**src/rtl/piano_tone_gen.sv**
```systemverilog
// -----------------------------------------------------------------------------
// piano_tone_gen
//
// Multi-key square-wave tone generator. Every key goes through a 2-FF
// synchroniser and its own debouncer. The lowest-indexed debounced key is
// selected, and its half-period is scaled down by the octave shift. The
// half-period counter only reloads at zero, so note and octave changes never
// cut a half-period short. Releasing all keys lets the current half-period
// finish and then parks the output low.
//
// Parameters
//   CLK_HZ          clock frequency in Hz, used to build the half-period table
//   N_KEYS          number of key inputs (1..8)
//   DEBOUNCE_CYCLES consecutive differing cycles needed to flip a key (>= 1)
//   CNT_W           width of the half-period counter
//
// Ports
//   clk_25mhz  in   system clock
//   reset      in   asynchronous active-high reset
//   btn        in   raw key levels, active-high, asynchronous [N_KEYS]
//   octave     in   octave shift 0..3, each step doubles the pitch [2]
//   audio      out  square-wave tone
//   active     out  high while any debounced key is held
//   note       out  index of the selected key, 0 when nothing is held [3]
// -----------------------------------------------------------------------------
module piano_tone_gen #(
    parameter int CLK_HZ          = 25000000,
    parameter int N_KEYS          = 7,
    parameter int DEBOUNCE_CYCLES = 250000,
    parameter int CNT_W           = 26
) (
    input  logic              clk_25mhz,
    input  logic              reset,
    input  logic [N_KEYS-1:0] btn,
    input  logic [1:0]        octave,
    output logic              audio,
    output logic              active,
    output logic [2:0]        note
);

    localparam int DB_W = (DEBOUNCE_CYCLES > 1) ? $clog2(DEBOUNCE_CYCLES) : 1;
    localparam logic [DB_W-1:0] DB_LAST = DB_W'(DEBOUNCE_CYCLES - 1);

    function automatic int base_freq(input int idx);
        case (idx)
            0:       return 440;
            1:       return 494;
            2:       return 523;
            3:       return 587;
            4:       return 659;
            5:       return 698;
            6:       return 784;
            default: return 880;
        endcase
    endfunction

    function automatic int half_of(input int idx);
        return CLK_HZ / (2 * base_freq(idx));
    endfunction

    // Elaboration-time parameter checks.
    generate
        if (N_KEYS < 1 || N_KEYS > 8) begin : g_bad_keys
            $error("piano_tone_gen: N_KEYS must be in 1..8");
        end
        if (DEBOUNCE_CYCLES < 1) begin : g_bad_db
            $error("piano_tone_gen: DEBOUNCE_CYCLES must be >= 1");
        end
        if ((longint'(half_of(0)) - 1) >= (longint'(1) << CNT_W)) begin : g_bad_cnt
            $error("piano_tone_gen: CNT_W too narrow for the lowest key");
        end
    endgenerate

    // Half-period table, one bit wider than the counter so HALF itself never
    // wraps even when only HALF-1 fits. All 8 entries exist so any 3-bit
    // index is in range.
    logic [CNT_W:0] half_tbl [8];

    genvar gi;
    generate
        for (gi = 0; gi < 8; gi++) begin : g_half
            assign half_tbl[gi] = (CNT_W+1)'(half_of(gi));
        end
    endgenerate

    // ---------------- synchroniser + debouncer ----------------
    logic [N_KEYS-1:0] sync1_reg;
    logic [N_KEYS-1:0] btn_s_reg;
    logic [N_KEYS-1:0] btn_db_reg;
    logic [N_KEYS-1:0] btn_db_next;
    logic [DB_W-1:0]   db_cnt_reg  [N_KEYS];
    logic [DB_W-1:0]   db_cnt_next [N_KEYS];

    generate
        for (gi = 0; gi < N_KEYS; gi++) begin : g_key
            logic diff;
            logic done;
            assign diff = btn_s_reg[gi] ^ btn_db_reg[gi];
            assign done = (db_cnt_reg[gi] == DB_LAST);
            // Flip on the edge where the run of differing cycles completes.
            assign btn_db_next[gi] = (diff && done) ? btn_s_reg[gi] : btn_db_reg[gi];
            assign db_cnt_next[gi] = (!diff || done) ? '0 : db_cnt_reg[gi] + 1'b1;
        end
    endgenerate

    always_ff @(posedge clk_25mhz or posedge reset) begin
        if (reset) begin
            sync1_reg  <= '0;
            btn_s_reg  <= '0;
            btn_db_reg <= '0;
            for (int i = 0; i < N_KEYS; i++) begin
                db_cnt_reg[i] <= '0;
            end
        end else begin
            sync1_reg  <= btn;
            btn_s_reg  <= sync1_reg;
            btn_db_reg <= btn_db_next;
            for (int i = 0; i < N_KEYS; i++) begin
                db_cnt_reg[i] <= db_cnt_next[i];
            end
        end
    end

    // ---------------- key selection ----------------
    logic       sel_valid;
    logic [2:0] sel_idx;

    always_comb begin
        sel_idx = 3'd0;
        // Descending scan: the last hit is the lowest set bit.
        for (int i = N_KEYS - 1; i >= 0; i--) begin
            if (btn_db_reg[i]) begin
                sel_idx = 3'(i);
            end
        end
    end

    assign sel_valid = |btn_db_reg;
    assign active    = sel_valid;
    assign note      = sel_valid ? sel_idx : 3'd0;

    // ---------------- half-period and tone counter ----------------
    logic [CNT_W:0]   half_shift;
    logic [CNT_W:0]   half_clamped;
    logic [CNT_W-1:0] cnt_reg;
    logic [CNT_W-1:0] cnt_next;
    logic             audio_reg;
    logic             audio_next;

    assign half_shift   = half_tbl[sel_idx] >> octave;
    assign half_clamped = (half_shift == '0) ? (CNT_W+1)'(1) : half_shift;

    always_comb begin
        cnt_next   = cnt_reg;
        audio_next = audio_reg;
        if (cnt_reg != '0) begin
            cnt_next = cnt_reg - 1'b1;
        end else if (sel_valid) begin
            // Reload point: the only place a new pitch is picked up.
            audio_next = ~audio_reg;
            cnt_next   = CNT_W'(half_clamped - 1'b1);
        end else begin
            audio_next = 1'b0;
        end
    end

    always_ff @(posedge clk_25mhz or posedge reset) begin
        if (reset) begin
            cnt_reg   <= '0;
            audio_reg <= 1'b0;
        end else begin
            cnt_reg   <= cnt_next;
            audio_reg <= audio_next;
        end
    end

    assign audio = audio_reg;

endmodule

```
**config.mk**
```make
export PLATFORM = sky130hd
export DESIGN_NAME = piano_tone_gen
export DESIGN_NICKNAME = d
export VERILOG_FILES = /design/src/rtl/piano_tone_gen.sv
export SDC_FILE = /design/constraint.sdc
export NUM_CORES = 1
export LEC_CHECK = 0
export CORE_UTILIZATION = 68
export DETAILED_ROUTE_END_ITERATION = 8
export GPL_ROUTABILITY_DRIVEN = 1
export GPL_TIMING_DRIVEN = 1
export PLACE_DENSITY = 0.86
export SYNTH_ARGS = -nofsm -noshare
export SYNTH_HDL_FRONTEND = slang
export SYNTH_SLANG_ARGS = --single-unit
```
**constraint.sdc**
```tcl
create_clock -name clk_25mhz -period 14.9 [get_ports clk_25mhz]
set_clock_uncertainty 0.1 [all_clocks]
set_input_delay 2.98 -clock clk_25mhz [delete_from_list [all_inputs] [get_ports clk_25mhz]]
set_output_delay 2.98 -clock clk_25mhz [all_outputs]
set_load 0.005 [all_outputs]
```
Word-level counts from Yosys, hierarchy flattened
Memories as Yosys holds them, arrays and structs flattened. Index checks and enable logic that the tools add are counted.

Reductions and logical operators: 25. Muxes and demuxes: 21. Equal/unequal tests: 7. Bitwise gates (word level): 9. Magnitude comparators: 1. Shift operators: 1. Add/subtract/negate cells: 9.

Operators with widths (number): $add A18 B1 Y18 const B (7); $eq A18 B18 Y1 const B (7); $mux W18 (7); $mux W26 (3); $mux W27 (2); $sub A26 B1 Y26 const B (2); $logic_not A27 Y1 (1); $shr A27 B2 Y27 (1); $reduce_bool A26 Y1 (1); $mux W3 (8); $logic_and A1 B1 Y1 (7); $logic_not A1 Y1 (7); $logic_or A1 B1 Y1 (7); $reduce_or A7 Y1 (1); $xor A1 B1 Y1 (7); $ge A4 B4 Y1 const B (1); $not A3 Y4 (1); $reduce_bool A2 Y1 (1); $mux W1 (1); $not A1 Y1 (1).

Bits in read-only memories: 216. Flip-flop bits (word level): 174. Word-level logic and storage cells: 92. Memories kept: 1.

Memories: (no name shown) (words 8, bits a word 27, read ports 1, clocked after memory_dff 0, wr ports 0, RTL line 150) `assign half_shift = half_tbl[sel_idx] >> octave;`.

Logic depth before layout (Yosys ltp)
Gate-level depths: netlist of the first run.

Depth after elaboration: 17. Mapped depth: 15. Mapped depth without buffers: 13.

Worst setup path after synthesis of the first run
Ideal clock, no wire load.

Path type: input port to flip-flop. Start point: input octave[0]. End point: register cnt_reg[24]. Path slack: 9.504 ns. Stages on the path: 9. Library setup time: 0.079 ns. Required time: 14.721 ns. Arrival: 5.217 ns. Cell sequence: clkbuf_1 -> or2_2 -> a2111o_1 -> o211ai_1 -> a22oi_1 -> or2_2 -> or3_4 -> nor4b_1 -> xor2_1.

Word-level cells in the longest chain between the ends: 6.

Ends and longest elaborated chain: start: declaration (RTL line 35) `input logic [1:0] octave,`; $shr A27 B2 Y27 (*) (RTL line 150); $logic_not A27 Y1 (RTL line 151) `assign half_clamped = (half_shift == '0) ? (CNT_W+1)'(1) : half_shift;`; $mux W26 (*) (RTL line 151); $sub A26 B1 Y26 (*) (RTL line 161) `cnt_next = CNT_W'(half_clamped - 1'b1);`; $mux W26 (*) (RTL line 158) `end else if (sel_valid) begin`; $mux W26 (*) (RTL line 156) `if (cnt_reg != '0) begin`; end signal: assignment (RTL line 172) `cnt_reg <= cnt_next;`; end: declaration (RTL line 145) `logic [CNT_W-1:0] cnt_reg;`.

Every way passes the cells marked *; elsewhere a longest branch is shown, timed or not. The select of a mux whose other input is x is not followed. A chain may end at the register's enable or synchronous reset.

Worst setup path in the final report of the first run
Start point: input octave[1]. End point: register cnt_reg[14].

Same word-level chain as after synthesis.

==> flow_summary.json, run 1 <==
{
  "num_vias": 6832,
  "clk_path_buf_depth": 2,
  "cts_buffers": 17,
  "rsz0062_at_grt": "false",
  "cts_sinks": 174,
  "post-route-period-util_pct": 43.05,
  "htreeDepth": 4,
  "setup_viol": 0,
  "io_buffers": 15,
  "die_width_um": 117.3,
  "switchingPower_uw": 264.8,
  "clock.fmax_ghz": 0.1559,
  "power_density_nw_per_um2": 105.1,
  "grt_max_degree": 99,
  "antenna_found_initial": 0,
  "yosysUniqueCellTypes": 77,
  "syn_area_sq_um": 9040,
  "synth_top_cell_by_area": "dfrtp_1",
  "status": "finished clean",
  "num_antenna_cells": 0,
  "crit_slowest_cell": "clkdlybuf4s50_1",
  "vias_per_cell": 6.067,
  "pin_count": 16,
  "synthArstFlopShare_pct": 100.0,
  "die_y_um": 117.3,
  "grt_pass1_vias": 6578,
  "cts_hold_buf": 0,
  "synth.yosys.seq_area_share_pct": 48.17,
  "pwr-share-seq_pct": 49.2,
  "required_ns": 15.14,
  "post_cts_buffers": 0,
  "gp_congestion": 0.9164,
  "cellInternalPower_uw": 765.8,
  "power_frac_clock_pct": 42.1,
  "pre_cts_ws_ns": 8.152,
  "grt_pass1_wl_um": 31370,
  "wl_um": 18020,
  "initial_utilization_pct": 70.77,
  "drive_above_1_share_pct": 7.966,
  "slew_headroom_pct": 38.38,
  "period_needed_ns": 6.414,
  "cp-start-kind": "input pin",
  "ys.flop_type": "dfrtp_1",
  "cp.arrival_ns": 6.66,
  "synth.most_common_cell": "dfrtp_1",
  "synth_nets": 970,
  "max_slew.worst_pin.slew_ns": 0.9208,
  "path_max_fanout": 26,
  "crit_chain": "clkdlybuf4s50_1, inv_1, nor4_1, a311o_1, o32ai_2, ha_1, nand3_1, nand4b_1, nor3_1, mux2i_1",
  "post-route-cell-area_sq_um": 9807,
  "drc_errors": 0,
  "nNetsFinal": 968,
  "largest_reg_flops": 126,
  "tritoncts": "done",
  "overflow": 0,
  "path_class": "input pin to flip-flop",
  "p_leak_uw": 0.004276,
  "vdd_drop_max_v": 0.0001226,
  "clk_latency_ns": 0.44,
  "path_clk_slew_ns": 0.06,
  "cts_root_buffer": "clkbuf_16",
  "finalMaxSlewViolations": 0,
  "synth.area.top_cells": "dfrtp_1 48%, xor2_1 7.8%, nor2_1 6.4%",
  "synthCells": 943,
  "p_sw_share_pct": 25.70,
  "area_delta_synth_final_pct": 8.484,
  "ant_nets": 0,
  "die-area_sq_um": 13760,
  "avgRoutedWirePerCell_um": 16.00,
  "core.rowCount": 41,
  "hold_path.class": "flip-flop to flip-flop",
  "fillers": 889,
  "cpPeakStageDelay_ns": 0.88,
  "tns_ns": 0,
  "synth_edf_count": 0,
  "ctsResizeCount": 0,
  "end_kind": "flip-flop",
  "setup_slack_ns": 8.486,
  "dr.first_iter.drc_count": 605,
  "dr.pass1.iters": 5,
  "groute.usage.overall_pct": 28.51,
  "synth_area_per_cell_sq_um": 9.586,
  "yosys-top-cells-count": "174 x dfrtp_1, 154 x nor2_1, 80 x xor2_1",
  "ys_seq_elements": 174,
  "hold_viol": 0,
  "dp_hpwl_um": 11990,
  "core_sq_um": 12770,
  "placed_cell_area_sq_um": 9224,
  "max_cap_violations": 0,
  "holdWs_ns": 0.2476,
  "yosys.area.top_type_share_pct": 48.17,
  "p_comb_share_pct": 8.6,
  "yosys_warnings": 0
}
cell usage in the layout, fill, tap and decap left out, types with 9 or more instances in the layout:
cell type	n
or3_1	29
nand3_1	57
a21oi_1	31
nand2_1	60
clkdlybuf4s50_1	15
nor4b_1	10
nor2_1	154
and3_1	24
clkbuf_16	17
nor4_1	18
nor3_1	23
xor2_1	80
xnor2_1	38
ha_1	16
nand2b_1	9
inv_1	22
o21ai_0	31
dfrtp_1	174
nand4_1	20
metrics by stage:
stage | power [uW] | util, % | instances
2_1_floorplan | 580.4 | - | 943
3_3_place_gp | 599.0 | 72.21 | 1094
3_5_place_dp | 602.7 | 72.21 | 1094
4_1_cts | 1037 | 76.78 | 1126
5_1_grt | 1071 | 76.78 | 1126
6_report | 1031 | 76.78 | 1126
final timing paths:
path	from	to	slack (ns)	depth (start not counted)
worst max-delay path	octave[1]	cnt_reg[14]	8.49	10
worst min-delay path	sync1_reg[0]	btn_s_reg[0]	0.25	0
worst max register to register	btn_db_reg[1]	cnt_reg[14]	10.36	13
worst min register to register	sync1_reg[0]	btn_s_reg[0]	0.25	0
max in group asynchronous	reset	db_cnt_reg[76]	10.24	3
min in group asynchronous	reset	db_cnt_reg[13]	3.02	2
layer usage:
metal  routed length (um)  share of wire, %  GRT usage (%)
met2                 8835                49          45.60
met5                    0                 0              0
met1                 8062                45          38.34
met3                  790               4.4          5.982
met4                  327               1.8          10.80
critical path: cells and delay by family:
kind            cells  cell delay (ns)
compound gates      2             0.68
fa+ha+maj           1             0.24
buf+inv             2             1.32
mux                 1             0.28
simple gates        4             1.14
power groups by stage:
stage	clock network (uW)	logic, uW	registers, uW
5_1_grt	461	101	509
6_report	434	89.1	507
4_1_cts	441	88.9	507
2_1_floorplan	0	70.5	510
3_3_place_gp	0	84.7	514
3_5_place_dp	0	87.3	515
kinds of logic after synthesis:
logic type	Yosys count	share of synthesized area [%]
simple gates	447	25.19
flops	174	48.17
xor+xnor	118	11.43
compound gates	113	8.263
buf+inv	62	3.183
fa+ha+maj	16	2.215
mux	13	1.550
layout make-up:
type / instances / area, sq um / area share [%]
multi-input cells: 707 / 4398 / 44.85
flip-flops and latches: 174 / 4354 / 44.40
clock buffers: 20 / 456.7 / 4.657
well taps: 172 / 215.2 / 2.194
repair buffers: 16 / 157.7 / 1.608
clock inverters: 12 / 126.4 / 1.289
inverters: 25 / 98.84 / 1.008
Note: power is estimated with default switching activity, not from simulation.
==> run 2, diff against run 1 <==
--- a/config.mk
+++ b/config.mk
@@ -5,11 +5,11 @@
 export SDC_FILE = /design/constraint.sdc
 export NUM_CORES = 1
 export LEC_CHECK = 0
-export CORE_UTILIZATION = 68
+export CORE_UTILIZATION = 57
 export DETAILED_ROUTE_END_ITERATION = 8
 export GPL_ROUTABILITY_DRIVEN = 1
 export GPL_TIMING_DRIVEN = 1
-export PLACE_DENSITY = 0.86
+export PLACE_DENSITY = 0.77
 export SYNTH_ARGS = -nofsm -noshare
 export SYNTH_HDL_FRONTEND = slang
 export SYNTH_SLANG_ARGS = --single-unit
==> constraint.sdc (replaced) <==
create_clock -name clk_25mhz -period 5.85 [get_ports clk_25mhz]
set_clock_uncertainty 0.1 [all_clocks]
set_input_delay 1.17 -clock clk_25mhz [delete_from_list [all_inputs] [get_ports clk_25mhz]]
set_output_delay 1.17 -clock clk_25mhz [all_outputs]
set_load 0.005 [all_outputs]
==> run 2 against run 1 <==
  * Hold slack barely moved
  * Global-route usage fell by 5.5 points
  * Clock power rose to 2.7 times the previous value
  * Die area rose by 19%
  * Flip-flop and latch count did not move
  * Critical path depth rose by 3
  * Power rose to 2.6 times the previous value
  * Critical path type is now flip-flop to flip-flop
==> flow_summary.json, run 2 (synthesis gave the netlist of run 1 again) <==
{
  "cts_root_buffer": "clkbuf_16",
  "cellInternalPower_uw": 1990,
  "pin_count": 16,
  "clk_latency_ns": 0.43,
  "p_comb_share_pct": 8.4,
  "post_cts_buffers": 0,
  "worst-r2r-cell-count": 13,
  "dr.first_iter.drc_count": 482,
  "final_common_cell": "dfrtp_1",
  "fillers": 1264,
  "gp_congestion": 0.9437,
  "largest_reg_flops": 126,
  "num_vias": 6602,
  "use_met1_pct": 31.65,
  "core_sq_um": 15310,
  "p_sw_share_pct": 25.69,
  "drive_above_1_share_pct": 8.359,
  "rsz0062_at_grt": "false",
  "power_density_nw_per_um2": 270.1,
  "vias_per_cell": 5.652,
  "tritoncts": "done",
  "ant_nets": 0,
  "area_delta_synth_final_pct": 9.716,
  "vdd_drop_max_v": 0.0002572,
  "cpPeakStageDelay_ns": 0.51,
  "post-route-period-util_pct": 74.89,
  "path_class": "flip-flop to flip-flop",
  "required_ns": 6.10,
  "crit_chain": "nor2_1, o21ai_1, inv_2, ha_1, mux2_2, nor4_1, a311o_1, o32ai_2, ha_1, nand3_1, nand4b_1, nor4b_1, xor2_1",
  "finalMaxSlewViolations": 0,
  "slew_headroom_pct": 32.36,
  "avgRoutedWirePerCell_um": 14.67,
  "die_y_um": 127.9,
  "cts_buffers": 17,
  "die_width_um": 127.9,
  "crit_slowest_cell": "nand4b_1",
  "power_frac_clock_pct": 43.5,
  "busiest_layer": "met2",
  "wl_um": 17130,
  "hold_start": "sync1_reg[2]",
  "holdWs_ns": 0.2477,
  "grt_pass1_wl_um": 30130,
  "cp.arrival_ns": 4.63,
  "path_max_fanout": 11,
  "clk_path_buf_depth": 2,
  "cts_sinks": 174,
  "hold_viol": 0,
  "whs_endpoint": "btn_s_reg[2]",
  "max_cap_violations": 0,
  "die-area_sq_um": 16370,
  "path_common_cell": "ha_1",
  "htreeDepth": 4,
  "num_antenna_cells": 0,
  "cp-start-kind": "flip-flop",
  "grtUsageMet2_pct": 36.70,
  "dr.pass1.iters": 5,
  "holdPathStages": 0,
  "core.rowCount": 45,
  "switchingPower_uw": 688.1,
  "pwr-share-seq_pct": 48.1,
  "period_needed_ns": 4.381,
  "p_leak_uw": 0.004310,
  "r2r-end": "cnt_reg[24]",
  "grt_pass1_vias": 6418,
  "clock.fmax_ghz": 0.2283,
  "setup_viol": 0,
  "tns_ns": 0,
  "overflow": 0,
  "ctsResizeCount": 0,
  "io_buffers": 15,
  "status": "finished clean",
  "max_slew.worst_pin.slew_ns": 1.011,
  "initial_utilization_pct": 59.03,
  "hold_path.class": "flip-flop to flip-flop",
  "path_clk_slew_ns": 0.07,
  "reg2reg_slack_ns": 1.47,
  "grt_max_degree": 138,
  "drc_errors": 0,
  "r2r-start": "btn_db_reg[1]",
  "met3_usage_pct": 5.509,
  "end_kind": "flip-flop",
  "antenna_found_initial": 0,
  "dp_hpwl_um": 11410,
  "nNetsFinal": 971,
  "cts_hold_buf": 0,
  "final_cell_mix": "174 x dfrtp_1, 154 x nor2_1, 80 x xor2_1, 60 x nand2_1, 57 x nand3_1",
  "groute.usage.overall_pct": 23.06
}
-- run 2: changes by cell type in the layout (fill, tap and decap cells not counted), sizes merged --
cell    before  now
inv         30   31
buf          1    4
clkbuf      20   18
bufinv       1    2
-- run 2: worst max-delay path by stage --
stage / cells after the start / slack, ns / to / from
2_1_floorplan: 14 / 2.17 / cnt_reg[24] / btn_db_reg[3]
3_3_place_gp: 11 / 1.17 / cnt_reg[10] / octave[0]
3_5_place_dp: 11 / 1.09 / cnt_reg[24] / octave[0]
4_1_cts: 13 / 1.50 / cnt_reg[24] / btn_db_reg[1]
5_1_grt: 13 / 1.08 / cnt_reg[24] / btn_db_reg[1]
6_report: 13 / 1.47 / cnt_reg[24] / btn_db_reg[1]
-- run 2: worst max-delay path: cells and delay by family (launching register included) --
kind / cells / cell delay, ns
flip-flops: 1 / 0.50
buffers and inverters: 1 / 0.24
XOR/XNOR: 1 / 0.17
AND/OR/NAND/NOR: 5 / 1.56
AO/OA/AOI/OAI: 3 / 0.95
multiplexers: 1 / 0.20
adder cells (fa/ha/maj): 2 / 0.58
-- run 2: stage by stage --
| step | power (uW) | utilization, % | worst slack (ns) | instances | instance area (sq um) |
|---|---|---|---|---|---|
| 2_1_floorplan | 1479 | - | 2.168 | 943 | 9044 |
| 3_3_place_gp | 1531 | 60.77 | 1.166 | 1136 | 9306 |
| 3_5_place_dp | 1535 | 60.77 | 1.094 | 1136 | 9306 |
| 4_1_cts | 2706 | 64.76 | 1.502 | 1168 | 9918 |
| 5_1_grt | 2788 | 64.76 | 1.078 | 1168 | 9918 |
| 6_report | 2678 | 64.76 | 1.469 | 1168 | 9918 |
-- run 2: power groups by stage --
stage	Combinational, uW	Clock (uW)	Sequential, uW
floorplan	180	0	1300
global placement	221	0	1310
detailed placement	224	0	1310
CTS	225	1190	1290
global route	255	1240	1290
finish	224	1160	1290
-- run 2: area by class of cell --
type | instances | area, sq um | share of cell area, %
clock inverter | 14 | 172.7 | 1.741
clock buffer | 18 | 439.2 | 4.428
timing repair buffer | 19 | 192.7 | 1.943
inverter | 25 | 97.59 | 0.9840
sequential | 174 | 4354 | 43.90
tap | 211 | 264.0 | 2.662
multi-input combinational | 707 | 4398 | 44.34
-- run 2: layer usage --
layer / share of wire [%] / routed length [um] / up-vias
li1: - / - / 3275
met3: 3.9 / 669 / 15
met5: 0 / 0 / -
met4: 1.1 / 193 / 0
met2: 47 / 7992 / 142
met1: 48 / 8278 / 3170
==> run 3, diff against run 2 <==
==> constraint.sdc (replaced) <==
create_clock -name clk_25mhz -period 3.91 [get_ports clk_25mhz]
set_clock_uncertainty 0.1 [all_clocks]
set_input_delay 0.782 -clock clk_25mhz [delete_from_list [all_inputs] [get_ports clk_25mhz]]
set_output_delay 0.782 -clock clk_25mhz [all_outputs]
set_load 0.005 [all_outputs]
==> run 3 against run 2 <==
  * Flip-flop and latch count did not move
  * Sequential share of layout area fell by 1.6 points
  * Die area did not move
  * Final cell count rose by 2.8%
  * Utilization rose by 2.4 points
  * Setup slack got worse by 1.3 ns
  * Clock power rose by 53%
  * Design area rose by 3.7%
  * First-iteration DRC count rose by 8.7%
  * Power rose by 53%
  * Hold slack improved by 0.0066 ns
  * Clock-buffer cell count fell by 1
==> flow_summary.json, run 3 (synthesis gave the netlist of run 1 again) <==
{
  "groute.usage.overall_pct": 24.37,
  "dp_hpwl_um": 12050,
  "die_width_um": 127.9,
  "pin_count": 16,
  "setup_viol": 0,
  "final_cell_mix": "174 x dfrtp_1, 154 x nor2_1, 80 x xor2_1, 60 x nand2_1, 57 x nand3_1",
  "htreeDepth": 4,
  "status": "finished clean",
  "initial_utilization_pct": 59.03,
  "wl_um": 18110,
  "dr.first_iter.drc_count": 524,
  "p_leak_uw": 0.004499,
  "dr.pass1.iters": 5,
  "nNetsFinal": 1004,
  "path_class": "flip-flop to flip-flop",
  "die-area_sq_um": 16370,
  "power_frac_clock_pct": 43.3,
  "grt_pass1_vias": 6720,
  "end_kind": "flip-flop",
  "holdWs_ns": 0.2543,
  "core_sq_um": 15310,
  "cp.arrival_ns": 3.98,
  "overflow": 0,
  "num_vias": 6864,
  "vias_per_cell": 5.715,
  "cp-start-kind": "flip-flop",
  "die_y_um": 127.9,
  "ant_nets": 0,
  "antenna_found_initial": 0,
  "cts_buffers": 17,
  "post-route-period-util_pct": 95.03,
  "required_ns": 4.17,
  "power_density_nw_per_um2": 397.2,
  "hold_viol": 0,
  "area_delta_synth_final_pct": 13.83,
  "path_clk_slew_ns": 0.07,
  "vdd_drop_max_v": 0.0004452,
  "cellInternalPower_uw": 3005,
  "grt_max_degree": 68,
  "cts_root_buffer": "clkbuf_16",
  "final_common_cell": "dfrtp_1",
  "drive_above_1_share_pct": 12.32,
  "hold_path.class": "flip-flop to flip-flop",
  "period_needed_ns": 3.716,
  "tns_ns": 0,
  "finalMaxSlewViolations": 0,
  "path_max_fanout": 11,
  "largest_reg_flops": 126,
  "tritoncts": "done",
  "cts_sinks": 174,
  "max_cap_violations": 0,
  "p_comb_share_pct": 9.5,
  "p_sw_share_pct": 26.47,
  "grt_pass1_wl_um": 31750,
  "avgRoutedWirePerCell_um": 15.08,
  "num_antenna_cells": 0,
  "clock.fmax_ghz": 0.2691,
  "switchingPower_uw": 1082,
  "max_slew.worst_pin.slew_ns": 0.7035,
  "rsz0062_at_grt": "false",
  "fillers": 1209,
  "io_buffers": 15,
  "gp_congestion": 0.9785,
  "clk_path_buf_depth": 2,
  "core.rowCount": 45,
  "pwr-share-seq_pct": 47.2,
  "drc_errors": 0,
  "clk_latency_ns": 0.44,
  "slew_headroom_pct": 52.84
}
run 3: cell count changes in the layout (fill, tap and decap cells not counted), moves of 2 or more:
| cell | previous run | this run |
|---|---|---|
| clkinv_8 | 1 | 3 |
| buf_4 | 3 | 32 |
| nor4_1 | 18 | 15 |
| nor4_2 | 2 | 5 |
| buf_12 | 1 | 5 |
run 3: worst paths after layout:
kind | start | end | slack, ns | cells after the start
worst max-delay path | btn_db_reg[3] | cnt_reg[10] | 0.19 | 13
worst min-delay path | sync1_reg[0] | btn_s_reg[0] | 0.25 | 0
worst max register to register | btn_db_reg[3] | cnt_reg[10] | 0.19 | 13
worst min register to register | sync1_reg[0] | btn_s_reg[0] | 0.25 | 0
max in group asynchronous | reset | cnt_reg[19] | 2.41 | 3
min in group asynchronous | reset | db_cnt_reg[122] | 0.62 | 2
run 3: per-layer routing:
layer / vias up / track usage (%) / wire, um
met1: 3335 / 33.62 / 8636
met2: 144 / 38.43 / 8433
met3: 38 / 5.175 / 704
li1: 3347 / - / -
met4: 0 / 8.235 / 334
met5: - / 0 / 0
run 3: through the flow:
step / utilization (%) / std cells / setup WS, ns / total power, uW / cell area [sq um]
after detailed placement: 62.61 / 1167 / 0.06474 / 2339 / 9589
after floorplan: - / 943 / 0.2282 / 2212 / 9044
after global routing: 67.19 / 1201 / 0.03718 / 4261 / 10290
final: 67.19 / 1201 / 0.1945 / 4087 / 10290
after CTS: 66.67 / 1199 / 0.09395 / 4111 / 10210
after global placement: 62.61 / 1167 / 0.1179 / 2334 / 9589
run 3: power groups by stage:
stage                     logic [uW]  registers, uW  clock network, uW
after floorplan                  269           1940                  0
after global placement           372           1960                  0
after detailed placement         377           1960                  0
after CTS                        381           1930               1800
after global routing             433           1940               1890
final                            387           1930               1770
run 3: worst max-delay path: stages, from the launching register on:
cell,delay (ns)
dfrtp_1,0.51
nor2_1,0.13
a211o_4,0.40
ha_1,0.32
buf_4,0.14
o41ai_1,0.10
a311o_2,0.39
a41oi_2,0.22
ha_2,0.26
nand3_1,0.14
nand4b_1,0.22
buf_4,0.20
or3_1,0.37
a21oi_1,0.15
run 3: timing repair:
action,in CTS,in global routing
endpoints found under the setup margin,0,10
setup buffers,0,2
resized for setup,0,11
endpoints found under the hold margin,0,0
hold buffers,0,0
run 3: layout make-up:
class | instances | area (sq um) | share of cell area (%)
clock buffer | 17 | 425.4 | 4.134
clock inverter | 15 | 196.4 | 1.909
inverter | 25 | 97.59 | 0.9484
multi-input combinational | 707 | 4462 | 43.36
sequential | 174 | 4354 | 42.32
tap | 211 | 264.0 | 2.566
timing repair buffer | 52 | 490.5 | 4.767
